==> src/rtl/blood_sprite_engine.sv <==
// blood_sprite_engine
// Address generator and compositor for the blood-splatter sprite ROMs.
// A hit arms the engine, play starts on the next frame_tick, and the
// animation steps one ROM frame every TICKS_PER_FRAME frame_ticks.
// The overlay output is aligned to the one-cycle ROM read latency
// (2 clk total from x/y to blood_on/blood_rgb).
// Optional feature macro: BLOOD_RETRIGGER_EN (hit while busy restarts
// the animation at the new anchor).
module blood_sprite_engine #(
  parameter int          SPRITE_DIM      = 64,
  parameter int          FRAMES          = 32,
  parameter int          TICKS_PER_FRAME = 4,
  parameter logic [11:0] KEY_COLOR       = 12'h000,
  localparam int         AW              = $clog2(SPRITE_DIM),
  localparam int         FW              = $clog2(FRAMES)
) (
  input  logic          clk,
  input  logic          reset_n,
  input  logic [9:0]    x,
  input  logic [9:0]    y,
  input  logic          video_on,
  input  logic          frame_tick,
  input  logic          hit,
  input  logic [9:0]    anchor_x,
  input  logic [9:0]    anchor_y,
  output logic [AW-1:0] rom_row,
  output logic [AW-1:0] rom_col,
  output logic [FW-1:0] rom_frame,
  input  logic [11:0]   rom_color,
  output logic          blood_on,
  output logic [11:0]   blood_rgb,
  output logic          busy
);

  localparam int TW = (TICKS_PER_FRAME > 1) ? $clog2(TICKS_PER_FRAME) : 1;

  typedef enum logic [1:0] {IDLE, ARM, PLAY} state_t;

  state_t        state_q, state_d;
  logic [9:0]    ax_q, ax_d;
  logic [9:0]    ay_q, ay_d;
  logic [TW-1:0] tick_q, tick_d;
  logic [FW-1:0] frame_q, frame_d;
  logic          d_q;
  logic          in_box;
  logic [AW-1:0] row_off;
  logic [AW-1:0] col_off;
  logic          opaque;

  // State, anchor and animation counters
  always_ff @(posedge clk or negedge reset_n) begin
    if (!reset_n) begin
      state_q <= IDLE;
      ax_q    <= '0;
      ay_q    <= '0;
      tick_q  <= '0;
      frame_q <= '0;
    end else begin
      state_q <= state_d;
      ax_q    <= ax_d;
      ay_q    <= ay_d;
      tick_q  <= tick_d;
      frame_q <= frame_d;
    end
  end

  // Next-state logic; frame only advances on frame_tick so it is stable per video frame
  always_comb begin
    state_d = state_q;
    ax_d    = ax_q;
    ay_d    = ay_q;
    tick_d  = tick_q;
    frame_d = frame_q;
    case (state_q)
      IDLE: begin
        if (hit) begin
          ax_d    = anchor_x;
          ay_d    = anchor_y;
          state_d = ARM;
        end
      end
      ARM: begin
        if (frame_tick) begin
          state_d = PLAY;
          frame_d = '0;
          tick_d  = '0;
        end
      end
      PLAY: begin
        if (frame_tick) begin
          if (tick_q == TW'(TICKS_PER_FRAME - 1)) begin
            tick_d = '0;
            if (frame_q == FW'(FRAMES - 1)) begin
              frame_d = '0;
              state_d = IDLE;
            end else begin
              frame_d = frame_q + 1'b1;
            end
          end else begin
            tick_d = tick_q + 1'b1;
          end
        end
      end
      default: state_d = IDLE;
    endcase
`ifdef BLOOD_RETRIGGER_EN
    if (hit && (state_q != IDLE)) begin
      ax_d    = anchor_x;
      ay_d    = anchor_y;
      frame_d = '0;
      tick_d  = '0;
      state_d = ARM;
    end
`endif
  end

  // Sprite window with 11-bit sums so anchors near the right/bottom edge clip instead of wrapping
  always_comb begin
    in_box = (x >= ax_q) && ({1'b0, x} < ({1'b0, ax_q} + 11'(SPRITE_DIM))) &&
             (y >= ay_q) && ({1'b0, y} < ({1'b0, ay_q} + 11'(SPRITE_DIM)));
    row_off = y[AW-1:0] - ay_q[AW-1:0];
    col_off = x[AW-1:0] - ax_q[AW-1:0];
    rom_row = in_box ? row_off : '0;
    rom_col = in_box ? col_off : '0;
    opaque  = (rom_color != KEY_COLOR);
  end

  // Overlay pipeline: qualify at address time, composite when the ROM colour returns
  always_ff @(posedge clk or negedge reset_n) begin
    if (!reset_n) begin
      d_q       <= 1'b0;
      blood_on  <= 1'b0;
      blood_rgb <= '0;
    end else begin
      d_q       <= in_box && video_on && (state_q == PLAY);
      blood_on  <= d_q && opaque;
      blood_rgb <= (d_q && opaque) ? rom_color : 12'h000;
    end
  end

  assign rom_frame = frame_q;
  assign busy      = (state_q != IDLE);

endmodule

==> config.mk <==
export PLATFORM = sky130hd
export DESIGN_NAME = blood_sprite_engine
export DESIGN_NICKNAME = d
export VERILOG_FILES = /design/src/rtl/blood_sprite_engine.sv
export SDC_FILE = /design/constraint.sdc
export NUM_CORES = 1
export LEC_CHECK = 0
export CORE_ASPECT_RATIO = 1.1
export CORE_MARGIN = 2
export CORE_UTILIZATION = 49
export CTS_BUF_LIST = sky130_fd_sc_hd__clkbuf_2
export DETAILED_ROUTE_END_ITERATION = 7
export HOLD_SLACK_MARGIN = 0.06
export PLACE_DENSITY = 0.88
export SETUP_SLACK_MARGIN = 0.1
export SLEW_MARGIN = 30
export SYNTH_ARGS = -nofsm -noshare
export SYNTH_HDL_FRONTEND = slang
export SYNTH_SLANG_ARGS = --single-unit
==> constraint.sdc <==
create_clock -name clk -period 2.9 [get_ports clk]
set_input_delay 0.29 -clock clk [delete_from_list [all_inputs] [get_ports clk]]
set_output_delay 0.29 -clock clk [all_outputs]
set_load 0.01 [all_outputs]
==> results of run 1 <==
==> layout make-up <==
cell class / count / share of cell area
clock inverters: 3 / 0.004725
flip-flops and latches: 43 / 0.2540
clock buffers: 5 / 0.005907
multi-input cells: 220 / 0.4043
inverters: 30 / 0.02658
well taps: 77 / 0.02274
repair buffers: 132 / 0.2817
==> metrics by stage <==
step           total power [mW]  setup TNS [ns]  setup WS [ns]  hold slack (ns)
3_5_place_dp              2.941          -4.178        -0.4577           0.4861
5_1_grt                   3.861          -4.423        -0.4459           0.3533
4_1_cts                   3.369          -2.480        -0.2881           0.3547
2_1_floorplan             2.143               0         0.3130        -0.005591
3_3_place_gp              2.869          -3.691        -0.4410           0.4701
6_report                  3.558          -2.635        -0.2885           0.3574
==> registers in the layout, summed over array words and instances (netlist names) <==
register	count
blood_rgb	12
ax_q	10
ay_q	10
rom_frame	5
state_q	2
tick_q	2
blood_on	1
d_q	1
==> power groups by stage <==
stage / logic (mW) / clock network, mW / registers, mW
finish: 2.39 / 0.264 / 0.904
global route: 2.63 / 0.299 / 0.930
CTS: 2.19 / 0.274 / 0.901
detailed placement: 2.03 / 0 / 0.913
global placement: 1.97 / 0 / 0.898
floorplan: 1.26 / 0 / 0.882
==> repair_timing <==
| action | CTS | global route |
|---|---|---|
| setup buffers | 3 | 4 |
| hold buffers | 1 | 0 |
| gates resized for setup | 67 | 7 |
| setup endpoints to repair | 12 | 12 |
| pin swaps | 13 | 11 |
| cloned | 1 | 1 |
| hold endpoints to repair | 43 | 0 |
==> metal layers <==
layer / vias up / share of wire / wire [µm]
met1: 1257 / 0.41 / 3018
met2: 81 / 0.52 / 3784
met3: 5 / 0.068 / 501
met5: - / 0 / 0
li1: 1313 / - / -
met4: 0 / 0.0046 / 34
==> placed cells by master (no fill, tap or decap), drive strengths merged, types with 6 or more instances in the layout <==
cell type and instances:
a21o 8, a21oi 13, and2 12, buf 56, clkbuf 6, clkdlybuf4s50 74
dfrtp 43, ha 33, inv 30, nand2 33, nand3 10, nor2 10
nor3 10, nor4 7, o21ai 32
==> logic make-up after synthesis <==
logic type / share of synthesized area
simple gates: 0.2122
xor+xnor: 0.01861
buf+inv: 0.05848
mux: 0.007975
flops: 0.3810
compound gates: 0.1613
fa+ha+maj: 0.1604
==> path summary, 6_finish.rpt <==
check	cells past startpoint	startpoint	end	slack (ns)
max in group asynchronous	2	reset_n	ax_q[5]	2.17
min in group clk	3	anchor_y[5]	ay_q[5]	0.40
worst min-delay path	2	reset_n	rom_frame[4]	0.36
worst min register to register	1	ax_q[0]	ax_q[0]	0.56
worst max register to register	9	ax_q[6]	d_q	0.59
worst max-delay path	10	ax_q[6]	rom_col[2]	-0.29
==> metrics.md, run 1 <==
| Metric | Value |
|---|---|
| Initial core utilization | `0.4989` |
| Yosys top cell area share | `0.3810` |
| FF+latch area | `1076 µm²` |
| Reg clk slew, reported paths | `0.23 ns` |
| Met3 Use GR | `0.06061` |
| Layout Skew | `just over 0.009 ns` |
| Crit path top cell by count | `a21o_1` |
| Rel. slew slack | `0.5732` |
| Switching Share | `0.4313` |
| Area of the core | `around 5700 µm²` |
| Final Util | `0.7485` |
| DRC | `0` |
| CP Capture Type | `output port` |
| GP Congestion | `roughly 0.84` |
| Gr ovfl total | `0` |
| Register area share after synthesis | `0.3810` |
| Cell Area, Synth | `between 2000 and 3000 µm²` |
| Synth area leader | `dfrtp_1` |
| Cell area power density | `around 840 nW/µm²` |
| CP Data Arrival Time | `approximately 2.9 ns` |
| DRT iter0 DRCs | `93` |
| Main synth FF type | `dfrtp_1` |
| Count leader, synth | `dfrtp_1` |
| Max-cap viol count | `0` |
| Switching power | `roughly 1.5 mW` |
| Fillers | `429` |
| Worst slew pin tran | `approximately 0.64 ns` |
| Slew Limit Fails | `0` |
| Gate Count Post-Synth | `302` |
| Slowest CP cell | `dfrtp_1` |
| Most Used Layer, Global Route | `met2` |
| Fin. Hold Viols | `0` |
| Hold crit path type | `input pin to async pin` |
| Post-route setup slack | `-0.2885 ns` |
| EDFF count, synth | `0` |
| Finished Cell Area | `roughly 4200 µm²` |
| Number of global-route vias before repair | `2676` |
| RSZ-0062 raised after global routing | `yes` |
| Syn nets | `approximately 390` |
| Post-route clock period utilization | `1.099` |
| First-pass GRT wire length | `about 12 mm` |
| Placed instance count | `slightly below 500` |
| Power share of the combinational group | `0.672` |
| Final WL | `~7.3 mm` |
| Wire per inst | `between 10 and 15 µm` |
| Die W | `approximately 76 µm` |
| Layout cells sized above 1 | `0.2102` |
| First-pass DRT Iterations | `4` |
| Synth top cells by count | `dfrtp_1 (43), ha_1 (33), nand2_1 (33)` |
| CTS tree | `done` |
| Num rows | `29` |
| Final setup violation count | `12` |
| Buffer and inverter count on the worst path | `2` |
| Outcome | `finished with violations` |
| Count of different cell masters after synthesis | `45` |
| Area of the multi-input gates | `1713 µm²` |
| Full die area | `6387 µm²` |
| Via Count | `2656` |
| Startpoint Class | `flop` |
| Vias/cell | `roughly 5.2` |
| Synth-to-layout area growth | `50.02%` |
| Tmin final | `3.188 ns` |
| Final net count | `between 500 and 600` |
| Synthesis Warnings | `0` |
| Clock buffer depth | `2` |
| Reg power frac | `0.254` |
| M1 GR Usage | `0.2900` |
| CP Max Fanout | `5` |
| Seq cells post-synth | `43` |
| Fmax | `approximately 0.31 GHz` |
| Post-DP HPWL | `roughly 5.4 mm` |
| Die Ht | `83.62 µm` |
| Peak per-stage delay on the critical path | `roughly 0.44 ns` |
| CTS Buf Count | `5` |
| Critical path's top delay family | `compound AO/OA/AOI/OAI gates` |
| Clk pwr share | `0.074` |
| Syn Area/Cell | `roughly 9.4 µm²` |
| Port bufs | `87` |
| Pint | `2.023 mW` |
| Leak Pwr | `between 1.5 and 2 nW` |
| Synth area leaders | `dfrtp_1 (38%), ha_1 (15%), o21ai_0 (5.7%)` |
| Initial antenna violation count | `0` |
| Clk root buf | `clkbuf_2` |
| Critical Setup Path Class | `flop to output port` |
| Insertion delay to the later sink of the worst-skew pair | `0.41 ns` |
| IO Pins | `88` |
| CTS H-tree depth | `2` |
| Largest net degree at the start of global routing | `44` |
| Met2 Use GR | `0.4127` |
| Total GRT Usage | `0.2329` |
| Sink Count | `43` |
| Inserted Diodes | `0` |
| Async set-reset flop share out of synthesis | `1.000` |
| Antenna Violating Nets Remaining | `0` |
| Non-Filler Instances | `510` |
| Violated checks | `setup timing` |
| Crit path cell chain | `ha_2 > xnor2_1 > ha_1 > a21o_1 > a21o_1 > a221oi_2 > o211ai_2 > buf_6 > nor4_4 > buf_2` |
| Worst EP required | `about 2.6 ns` |
| VDD IR max | `~0.5 mV` |
| Placed instance area | `roughly 4000 µm²` |
No activity file was read; power rests on OpenSTA's default activity.
==> run 2: changes to the inputs <==
- GPL_ROUTABILITY_DRIVEN: unset -> 0
==> results of run 2 <==
Same layout as run 1: the final DEF is identical, and so are final timing and power.
==> run 3: changes to the inputs <==
- CELL_PAD_IN_SITES_DETAIL_PLACEMENT: unset -> 0
- CELL_PAD_IN_SITES_GLOBAL_PLACEMENT: unset -> 2
- CORE_UTILIZATION: 49 -> 28
- GPL_ROUTABILITY_DRIVEN: 0 -> unset
- PLACE_DENSITY: 0.88 -> 0.85
==> metrics.md, run 3 (synthesized netlist as in run 1, its figures left out) <==
| Metric | Value |
|---|---|
| CP Data Arrival Time | `2.94 ns (was 2.90 ns)` |
| Crit path cell chain | `ha_2 > xnor2_1 > ha_1 > a21o_1 > a21o_1 > a221oi_2 > o211ai_2 > buf_6 > buf_12 > nor3_4 > buf_2 (was ha_2 > xnor2_1 > ha_1 > a21o_1 > a21o_1 > a221oi_2 > o211ai_2 > buf_6 > nor4_4 > buf_2)` |
| IO Pins | `88 (unchanged)` |
| DRC | `0 (unchanged)` |
| Num rows | `38 (was 29)` |
| Wire per inst | `13.38 µm (was 14.39 µm)` |
| Met2 WL | `3.517 mm (was 3.784 mm)` |
| Hold Slack | `0.3507 ns (was 0.3574 ns)` |
| Vias/cell | `4.627 (was 5.208)` |
| Area of the core | `9842 µm² (was 5660 µm²)` |
| Number of global-route vias before repair | `2752 (was 2676)` |
| Die W | `99.76 µm (was 76.38 µm)` |
| Final setup violation count | `12 (unchanged)` |
| Post-route clock period utilization | `1.114 (was 1.099)` |
| Insertion delay to the later sink of the worst-skew pair | `0.43 ns (was 0.41 ns)` |
| Max-cap viol count | `0 (unchanged)` |
| CTS tree | `done (unchanged)` |
| Crit path top cell by count | `a21o_1 (unchanged)` |
| Peak per-stage delay on the critical path | `0.45 ns (was 0.44 ns)` |
| Worst EP required | `2.61 ns (about the same)` |
| Largest registers | `blood_rgb x12, ax_q x10, ay_q x10 (unchanged)` |
| DR top layer | `met4 (unchanged)` |
| Gr ovfl total | `0 (unchanged)` |
| Rel. slew slack | `0.6275 (was 0.5732)` |
| Clock buffer depth | `2 (unchanged)` |
| Full die area | `10910 µm² (was 6387 µm²)` |
| Post-DP HPWL | `5.838 mm (was 5.382 mm)` |
| CP Capture Type | `output port (unchanged)` |
| Reg clk slew, reported paths | `0.25 ns (was 0.23 ns)` |
| Critical Setup Path Class | `flop to output port (unchanged)` |
| Area of the multi-input gates | `1728 µm² (was 1713 µm²)` |
| Die Ht | `109.3 µm (was 83.62 µm)` |
| Met1 Routed Length | `3.429 mm (was 3.018 mm)` |
| Synth-to-layout area growth | `55.52% (was 50.02%)` |
| Buffer and inverter count on the worst path | `3 (was 2)` |
| First-pass DRT Iterations | `4 (unchanged)` |
| CP Max Fanout | `5 (unchanged)` |
| Final WL | `7.533 mm (was 7.338 mm)` |
| Non-Filler Instances | `563 (was 510)` |
| Leak Pwr | `2.025 nW (was 1.969 nW)` |
| RSZ-0062 raised after global routing | `yes (unchanged)` |
| First-pass GRT wire length | `12.44 mm (was 12.13 mm)` |
| CTS H-tree depth | `2 (unchanged)` |
| Worst slew pin tran | `0.5588 ns (was 0.6395 ns)` |
| Max reg flops | `12 (unchanged)` |
| Layout Skew | `0.02097 ns (was 0.009347 ns)` |
| Fin. Hold Viols | `0 (unchanged)` |
| Total GRT Usage | `0.1417 (was 0.2329)` |
| Outcome | `finished with violations (unchanged)` |
| Slowest CP cell | `dfrtp_1 (unchanged)` |
| Most frequent cells in the layout | `clkdlybuf4s50_1 (74), buf_4 (47), dfrtp_1 (43), nand2_1 (33), o21ai_0 (32) (was clkdlybuf4s50_1 (74), dfrtp_1 (43), buf_4 (39), nand2_1 (33), o21ai_0 (32))` |
| FF+latch area | `1076 µm² (unchanged)` |
| Setup TNS | `-3.313 ns (was -2.635 ns)` |
| Initial antenna violation count | `0 (unchanged)` |
| Largest net degree at the start of global routing | `44 (unchanged)` |
| Cell area power density | `830.0 nW/µm² (was 839.8 nW/µm²)` |
| Critical path's top delay family | `compound AO/OA/AOI/OAI gates (unchanged)` |
| Port bufs | `87 (unchanged)` |
| Fmax | `0.3096 GHz (was 0.3136 GHz)` |
| Inserted Diodes | `0 (unchanged)` |
| Via Count | `2605 (was 2656)` |
| Commonest non-fill, non-tap cell in the layout | `clkdlybuf4s50_1 (unchanged)` |
| Sink Count | `43 (unchanged)` |
| Slew Limit Fails | `0 (unchanged)` |
| CTS Buf Count | `5 (unchanged)` |
| Placed instance count | `543 (was 492)` |
| Clk root buf | `clkbuf_2 (unchanged)` |
| VDD IR max | `0.2998 mV (was 0.5154 mV)` |
| Met3 Routed Length | `518 µm (was 501 µm)` |
| Hold crit path type | `input pin to async pin (unchanged)` |
| Violated checks | `setup timing (unchanged)` |
| Post-route setup slack | `-0.3304 ns (was -0.2885 ns)` |
| Fillers | `997 (was 429)` |
| GP Congestion | `roughly 0.81` |
| Startpoint Class | `flop (unchanged)` |
| Most flops, register | `blood_rgb (unchanged)` |
| Tmin final | `3.230 ns (was 3.188 ns)` |
| Initial core utilization | `0.2869 (was 0.4989)` |
| Overall Power | `3.645 mW (was 3.558 mW)` |
| Antenna Violating Nets Remaining | `0 (unchanged)` |
| DRT iter0 DRCs | `56 (was 93)` |
| Final net count | `534 (was 524)` |
| Layout cells sized above 1 | `0.2235 (was 0.2102)` |
run 3: per-stage QoR:
step	worst slack, ns	instance area (µm²)	utilization
2_1_floorplan	0.3130	2824	-
3_3_place_gp	-0.6142	4125	0.4191
3_5_place_dp	-0.6092	4128	0.4194
4_1_cts	-0.3896	4320	0.4390
5_1_grt	-0.5243	4392	0.4462
6_report	-0.3304	4392	0.4462
run 3: routing by layer:
layer  track usage  vias up
li1              -     1340
met1        0.1779     1192
met2        0.2442       66
met3       0.04259        7
met4       0.02642        0
met5             0        -
run 3: path summary, 6_finish.rpt:
kind                            startpoint            end  slack, ns  depth (start not counted)
worst max register to register     ax_q[6]            d_q       0.33                         11
worst max-delay path               ax_q[6]     rom_row[4]      -0.33                         11
max in group asynchronous          reset_n  blood_rgb[10]       2.16                          2
min in group clk                  video_on            d_q       0.36                          3
worst min-delay path               reset_n        ax_q[0]       0.35                          2
worst min register to register     ay_q[0]        ay_q[0]       0.55                          1
run 3: layout make-up:
class	count	share of cell area
multi-input combinational	220	0.3934
timing repair buffer	142	0.2915
sequential	43	0.2450
tap	120	0.03419
inverter	30	0.02564
clock buffer	5	0.005698
clock inverter	3	0.004558
run 3: repair_timing:
item                                    4_1_cts  5_1_grt
setup buffers                                 6        4
cloned                                        1        0
endpoints found under the setup margin       12       12
endpoints found under the hold margin        43        0
pin swaps                                    12        4
hold buffers                                  1        0
gates resized for setup                      72        6
run 3: where the power goes:
part | switching [mW] | total (mW) | internal (mW)
combinational | 1.22 | 2.47 | 1.25
clock | 0.222 | 0.279 | 0.0570
sequential | 0.121 | 0.894 | 0.773
run 3: worst reg2reg max path, stage by stage (launching register included):
cell      delay, ns
dfrtp_1        0.45
ha_2           0.20
xnor2_1        0.16
ha_1           0.27
a21o_1         0.19
a21o_1         0.18
a221oi_2       0.26
o211ai_2       0.18
buf_6          0.18
buf_6          0.12
buf_4          0.12
nor3_1         0.18
